**config.mk**
```make
export PLATFORM = sky130hd
export DESIGN_NAME = cnn_layer_accel_weight_sequencer
export DESIGN_NICKNAME = d
export VERILOG_FILES = /design/src/rtl/cnn_layer_accel_weight_seq_pkg.sv /design/src/rtl/cnn_layer_accel_gray_cntr.sv /design/src/rtl/cnn_layer_accel_weight_sequencer.sv
export SDC_FILE = /design/constraint.sdc
export NUM_CORES = 1
export LEC_CHECK = 0
export ABC_CLOCK_PERIOD_IN_PS = 4500
export BUFFER_PORTS_ARGS = -buffer_cell sky130_fd_sc_hd__buf_2
export CAP_MARGIN = 20
export CORE_MARGIN = 4
export CORE_UTILIZATION = 60
export CTS_CLUSTER_SIZE = 16
export DETAILED_ROUTE_END_ITERATION = 10
export PLACE_DENSITY = 0.85
export SYNTH_ARGS = -nofsm -noshare
export SYNTH_HDL_FRONTEND = slang
export SYNTH_SLANG_ARGS = --single-unit
```
**constraint.sdc**
```tcl
create_clock -name clk -period 4.5 [get_ports clk]
set_clock_uncertainty 0.1 [all_clocks]
set_input_delay 0.225 -clock clk [delete_from_list [all_inputs] [get_ports clk]]
set_output_delay 0.225 -clock clk [all_outputs]
set_load 0.01 [all_outputs]
```
**src/rtl/cnn_layer_accel_weight_seq_pkg.sv**
```systemverilog
// Shared types and constants for the CNN layer accelerator weight sequencer.
// Holds the FSM state type, the Gray-ordered phase codes and the Gray step function.
package cnn_layer_accel_weight_seq_pkg;

  typedef enum logic [1:0] {
    IDLE = 2'b00,
    RUN  = 2'b01,
    DONE = 2'b10
  } seq_state_e;

  localparam int C_NUM_PHASES = 4;

  localparam logic [1:0] C_PH0 = 2'b00;
  localparam logic [1:0] C_PH1 = 2'b01;
  localparam logic [1:0] C_PH2 = 2'b11;
  localparam logic [1:0] C_PH3 = 2'b10;

  function automatic logic [1:0] gray_next(input logic [1:0] g);
    logic [1:0] n;
    case (g)
      C_PH0:   n = C_PH1;
      C_PH1:   n = C_PH2;
      C_PH2:   n = C_PH3;
      C_PH3:   n = C_PH0;
      default: n = C_PH0;
    endcase
    return n;
  endfunction

endpackage

```
**src/rtl/cnn_layer_accel_gray_cntr.sv**
```systemverilog
// 2-bit Gray phase stepper with synchronous clear, enable and terminal-count flag.
// Terminal count marks the last phase (2'b10) of a pass.
module cnn_layer_accel_gray_cntr
  import cnn_layer_accel_weight_seq_pkg::*;
(
  input  logic       clk,
  input  logic       rst,
  input  logic       clr,
  input  logic       en,
  output logic [1:0] gray,
  output logic       tc
);

  logic [1:0] gray_d;
  logic [1:0] gray_q;

  // Next phase: clear wins over step.
  always_comb begin
    gray_d = gray_q;
    if (clr) begin
      gray_d = C_PH0;
    end else if (en) begin
      gray_d = gray_next(gray_q);
    end else begin
      gray_d = gray_q;
    end
  end

  // Phase register.
  always_ff @(posedge clk or negedge rst) begin
    if (!rst) begin
      gray_q <= C_PH0;
    end else begin
      gray_q <= gray_d;
    end
  end

  assign gray = gray_q;
  assign tc   = (gray_q == C_PH3);

endmodule

```
**src/rtl/cnn_layer_accel_weight_sequencer.sv**
```systemverilog
// Weight sequence address generator: walks phases 00,01,11,10 x C_SEQ_LEN entries
// for num_passes passes, with stall/abort handling and a one-cycle done pulse.
module cnn_layer_accel_weight_sequencer
  import cnn_layer_accel_weight_seq_pkg::*;
#(
  parameter int C_SEQ_LEN    = 5,
  parameter int C_PASS_WIDTH = 8
) (
  input  logic                    clk,
  input  logic                    rst,
  input  logic                    start,
  input  logic                    abort,
  input  logic                    stall,
  input  logic [C_PASS_WIDTH-1:0] num_passes,
  output logic [1:0]              gray_code,
  output logic [2:0]              seq_data_addr,
  output logic                    seq_valid,
  output logic                    wht_valid,
  output logic                    busy,
  output logic                    done
);

  localparam logic [2:0]              C_ADDR_LAST = 3'(C_SEQ_LEN - 1);
  localparam logic [C_PASS_WIDTH-1:0] C_PASS_ONE  = C_PASS_WIDTH'(1);
  localparam logic [C_PASS_WIDTH-1:0] C_PASS_ZERO = '0;

  seq_state_e              state_d, state_q;
  logic [2:0]              addr_d, addr_q;
  logic [C_PASS_WIDTH-1:0] pass_d, pass_q;
  logic [C_PASS_WIDTH-1:0] npass_d, npass_q;
  logic                    seq_valid_d, seq_valid_q;
  logic                    wht_valid_d, wht_valid_q;
  logic                    busy_d, busy_q;
  logic                    done_d, done_q;
  logic                    ph_clr_s, ph_en_s, ph_tc_s;
  logic [1:0]              ph_s;
  logic                    final_s;

  cnn_layer_accel_gray_cntr u_gray_cntr (
    .clk  (clk),
    .rst  (rst),
    .clr  (ph_clr_s),
    .en   (ph_en_s),
    .gray (ph_s),
    .tc   (ph_tc_s)
  );

  // Every position held in RUN has already been issued, so the last one ends the run.
  assign final_s = ph_tc_s && (addr_q == C_ADDR_LAST) && (pass_q == (npass_q - C_PASS_ONE));

  // Next-state and output decode.
  always_comb begin
    state_d     = state_q;
    addr_d      = addr_q;
    pass_d      = pass_q;
    npass_d     = npass_q;
    seq_valid_d = 1'b0;
    done_d      = 1'b0;
    ph_clr_s    = 1'b0;
    ph_en_s     = 1'b0;
    case (state_q)
      IDLE: begin
        if (start) begin
          npass_d  = num_passes;
          pass_d   = C_PASS_ZERO;
          addr_d   = 3'd0;
          ph_clr_s = 1'b1;
          if (num_passes == C_PASS_ZERO) begin
            state_d = DONE;
            done_d  = 1'b1;
          end else begin
            state_d     = RUN;
            seq_valid_d = 1'b1;
          end
        end else begin
          state_d = IDLE;
        end
      end
      RUN: begin
        if (abort) begin
          state_d = IDLE;
        end else if (final_s) begin
          state_d = DONE;
          done_d  = 1'b1;
        end else if (stall) begin
          state_d = RUN;
        end else begin
          seq_valid_d = 1'b1;
          if (addr_q == C_ADDR_LAST) begin
            addr_d  = 3'd0;
            ph_en_s = 1'b1;
            if (ph_tc_s) begin
              pass_d = pass_q + C_PASS_ONE;
            end else begin
              pass_d = pass_q;
            end
          end else begin
            addr_d = addr_q + 3'd1;
          end
        end
      end
      DONE: begin
        state_d = IDLE;
      end
      default: begin
        state_d = IDLE;
      end
    endcase
    busy_d      = (state_d != IDLE);
    wht_valid_d = seq_valid_q;
  end

  // State and output registers.
  always_ff @(posedge clk or negedge rst) begin
    if (!rst) begin
      state_q     <= IDLE;
      addr_q      <= 3'd0;
      pass_q      <= C_PASS_ZERO;
      npass_q     <= C_PASS_ZERO;
      seq_valid_q <= 1'b0;
      wht_valid_q <= 1'b0;
      busy_q      <= 1'b0;
      done_q      <= 1'b0;
    end else begin
      state_q     <= state_d;
      addr_q      <= addr_d;
      pass_q      <= pass_d;
      npass_q     <= npass_d;
      seq_valid_q <= seq_valid_d;
      wht_valid_q <= wht_valid_d;
      busy_q      <= busy_d;
      done_q      <= done_d;
    end
  end

  assign gray_code     = ph_s;
  assign seq_data_addr = addr_q;
  assign seq_valid     = seq_valid_q;
  assign wht_valid     = wht_valid_q;
  assign busy          = busy_q;
  assign done          = done_q;

endmodule

```
==> reports/qor.txt <==
1st-pass router iterations: 4
Met2 usage in global routing: 37.5%
WL final: 3250 um
Total power: 0.663 mW
# setup viols final: 0
R2R Path End: pass_q[1]$_DFFE_PN0P_
EDFF count, synth: 0
Die area: 3480 um^2
Post-synthesis net count: 180
Flop pwr share: 49.8%
Power per cell area: 388 nW/um^2
Hold crit path type: input pin to register
Max Clk Rate: 0.354 GHz
First-pass GRT wire length: 5600 um
Count leader, synth: nand2_1
Final Cell Area: 1710 um^2
Hold path endpoint: npass_q[2]$_DFFE_PN0P_
Placed cell area: 1640 um^2
Total CTS buffers: 3
Synth Register Bits: 27
GR Util All Layers: 21.2%
Die height: 59.0 um
Top-area cell type share of the netlist area: 43.3%
Met3 usage: 3.05%
Worst-path fanout max: 17
Element type at the critical path start: register
H-tree lvl count: 1
Outcome: completed
Max-cap check violation count: 0
ANT nets after route: 0
Pin count of the biggest net entering global routing: 28
M1 GR Usage: 25.1%
Die Wd: 59.0 um
Top_reg_cell synth: dfrtp_1
Sw Share: 37.1%
First DRT Iteration DRCs: 32
Post-layout min period: 2830 ps
Share of flip-flops with an asynchronous set or reset: 100%
Worst VDD drop: 0.235 mV
Initial antenna violation count: 0
Critical Path Sink Type: register
Clk slew on worst S/H paths: 140 ps
Core ar.: 2480 um^2
Post-DP HPWL: 2470 um
Resized cells post-CTS: 0
Critical Path RT: 4610 ps
Post-synthesis cell type count: 41
Reg2reg start: npass_q[0]$_DFFE_PN0P_
Vias in the first global route: 1268
Critical path class: register to register
Total Neg Setup Slack: 0 ps
Largest area contributor in the netlist: dfrtp_1
Rows: 18
P_leak: 0.804 nW
Vias per inst: 6.06
Post-CTS Setup Inserts: 0
Final Hold Vio Count: 0
Psw: 0.246 mW
Netlist Area Pre-Place: 1560 um^2
Routability cong.: 0.891
DR DRC count: 0
Layout area overhead: 9.55%
Yosys warnings: 0
Worst Tran Pin Value: 603 ps
Worst reg-to-reg path cell count: 9
Via count: 1310
Logic pwr share: 34.5%
TritonCTS clock tree: done
R2R setup slack: 1670 ps
Initial core utilization: 62.9%
Final Cycle Share: 62.8%
Clock Power Share: 15.8%
Slew HR: 59.8%
WHS Path Cells: 3
Syn avg cell area: 9.56 um^2
Antenna cell count: 0
Final slew viol count: 0
Hold_sp: num_passes[2]
Max Buffers Root-to-Sink: 2
P_int: 0.417 mW
CTS root buffer: clkbuf_4
Total grt overflow: 0
# IOs: 22
Gr busiest metal: met2
Clock sink total: 27
Leading cell types by count after synthesis: nand2_1 (34), dfrtp_1 (27), o21ai_0 (10)
Worst-Skew Late Latency: 320 ps
Buffers added on ports: 21
Drt wl/cell: 15.1 um
Seq/Total Area, Yosys: 43.3%
Fin nets: 204
Mapped Cells: 163
RSZ-0062 raised after global routing: no
Synth top area cells: dfrtp_1 (43%), nand2_1 (8.2%), mux2i_1 (5.1%)
Share of cells above drive strength 1: 16.7%
Crit path DAT: 2940 ps
==> cells by family (layout without fill, tap and decap cells) <==
kind of cell / after synthesis / count (layout) / synth area share (%)
compound gates: 31 / 31 / 13.4
xor+xnor: 9 / 9 / 5.06
fa+ha+maj: 4 / 4 / 3.21
buf+inv: 11 / 34 / 5.06
flops: 27 / 27 / 43.3
mux: 8 / 8 / 5.14
simple gates: 73 / 73 / 24.8
==> area by class of cell <==
cell class	count	area [um^2]
Multi-Input combinational cell	125	805
Timing Repair Buffer	25	145
Fill cell	213	769
Tap cell	30	37.5
Inverter	5	18.8
Clock buffer	4	26.3
Sequential cell	27	676
==> how the worst max path moves through the flow <==
stage	depth (start not counted)	to	slack (ps)	from
floorplan	10	pass_q[5]$_DFFE_PN0P_	2100	npass_q[0]$_DFFE_PN0P_
global placement	9	pass_q[1]$_DFFE_PN0P_	1890	npass_q[0]$_DFFE_PN0P_
detailed placement	9	pass_q[1]$_DFFE_PN0P_	1720	npass_q[0]$_DFFE_PN0P_
CTS	9	pass_q[1]$_DFFE_PN0P_	1680	npass_q[0]$_DFFE_PN0P_
global route	9	pass_q[0]$_DFFE_PN0P_	1350	npass_q[0]$_DFFE_PN0P_
finish	9	pass_q[1]$_DFFE_PN0P_	1670	npass_q[0]$_DFFE_PN0P_
==> repair_timing <==
| action | CTS | global route |
|---|---|---|
| endpoints found under the setup margin | 0 | 0 |
| hold buffers | 4 | 0 |
| hold endpoints to repair | 30 | 0 |
==> critical path, stage by stage (launching register included) <==
cell and delay (ps):
dfrtp_1 460, inv_1 90, ha_1 300, o21bai_1 200, a211o_1 300, o211a_1 130
a22o_2 250, nor2_2 450, a21boi_0 270, mux2i_1 170
==> routing by layer <==
layer | routed length, um | vias up
met4 | 90 | 0
met1 | 1300 | 617
li1 | - | 624
met5 | 0 | -
met3 | 194 | 12
met2 | 1670 | 57
==> stage by stage <==
step                      setup WS, ps  instances  utilization (%)  hold slack, ps
after global placement            1890        208             66.3             149
final                             1670        216             68.9            5.38
after detailed placement          1720        208             66.3             165
after floorplan                   2100        163                -            -171
after global routing              1350        216             68.9            6.68
after CTS                         1680        216             68.9           0.508
==> flip-flops by register name, summed over array words and instances, names as in the netlist <==
name,flops
npass_q,8
pass_q,8
seq_data_addr,3
state_q,2
u_gray_cntr.gray,2
busy,1
done,1
seq_valid,1
wht_valid,1
==> cells in the final DEF (no fill, tap or decap), drive strengths merged, types with 2 or more instances in the layout <==
cell         instances
nand4                5
o21bai               2
o31ai                4
a21boi               2
xor2                 3
or3                  3
dfrtp               27
o21ai               10
mux2i                8
clkbuf               4
o211a                2
nand2               35
inv                  5
nand2b               4
nor2                 7
nor3                 2
a21oi                6
nand3                3
xnor2                6
ha                   4
dlygate4sd3          4
buf                 21
or4                  2
nor4                 4
==> power by group through the flow <==
stage | sequential (mW) | clock (mW) | combinational [mW]
after floorplan | 0.330 | 0 | 0.170
after global placement | 0.331 | 0 | 0.215
after detailed placement | 0.335 | 0 | 0.226
after CTS | 0.331 | 0.107 | 0.230
after global routing | 0.336 | 0.119 | 0.259
final | 0.330 | 0.104 | 0.228
Power figures use the tool's default switching activity.
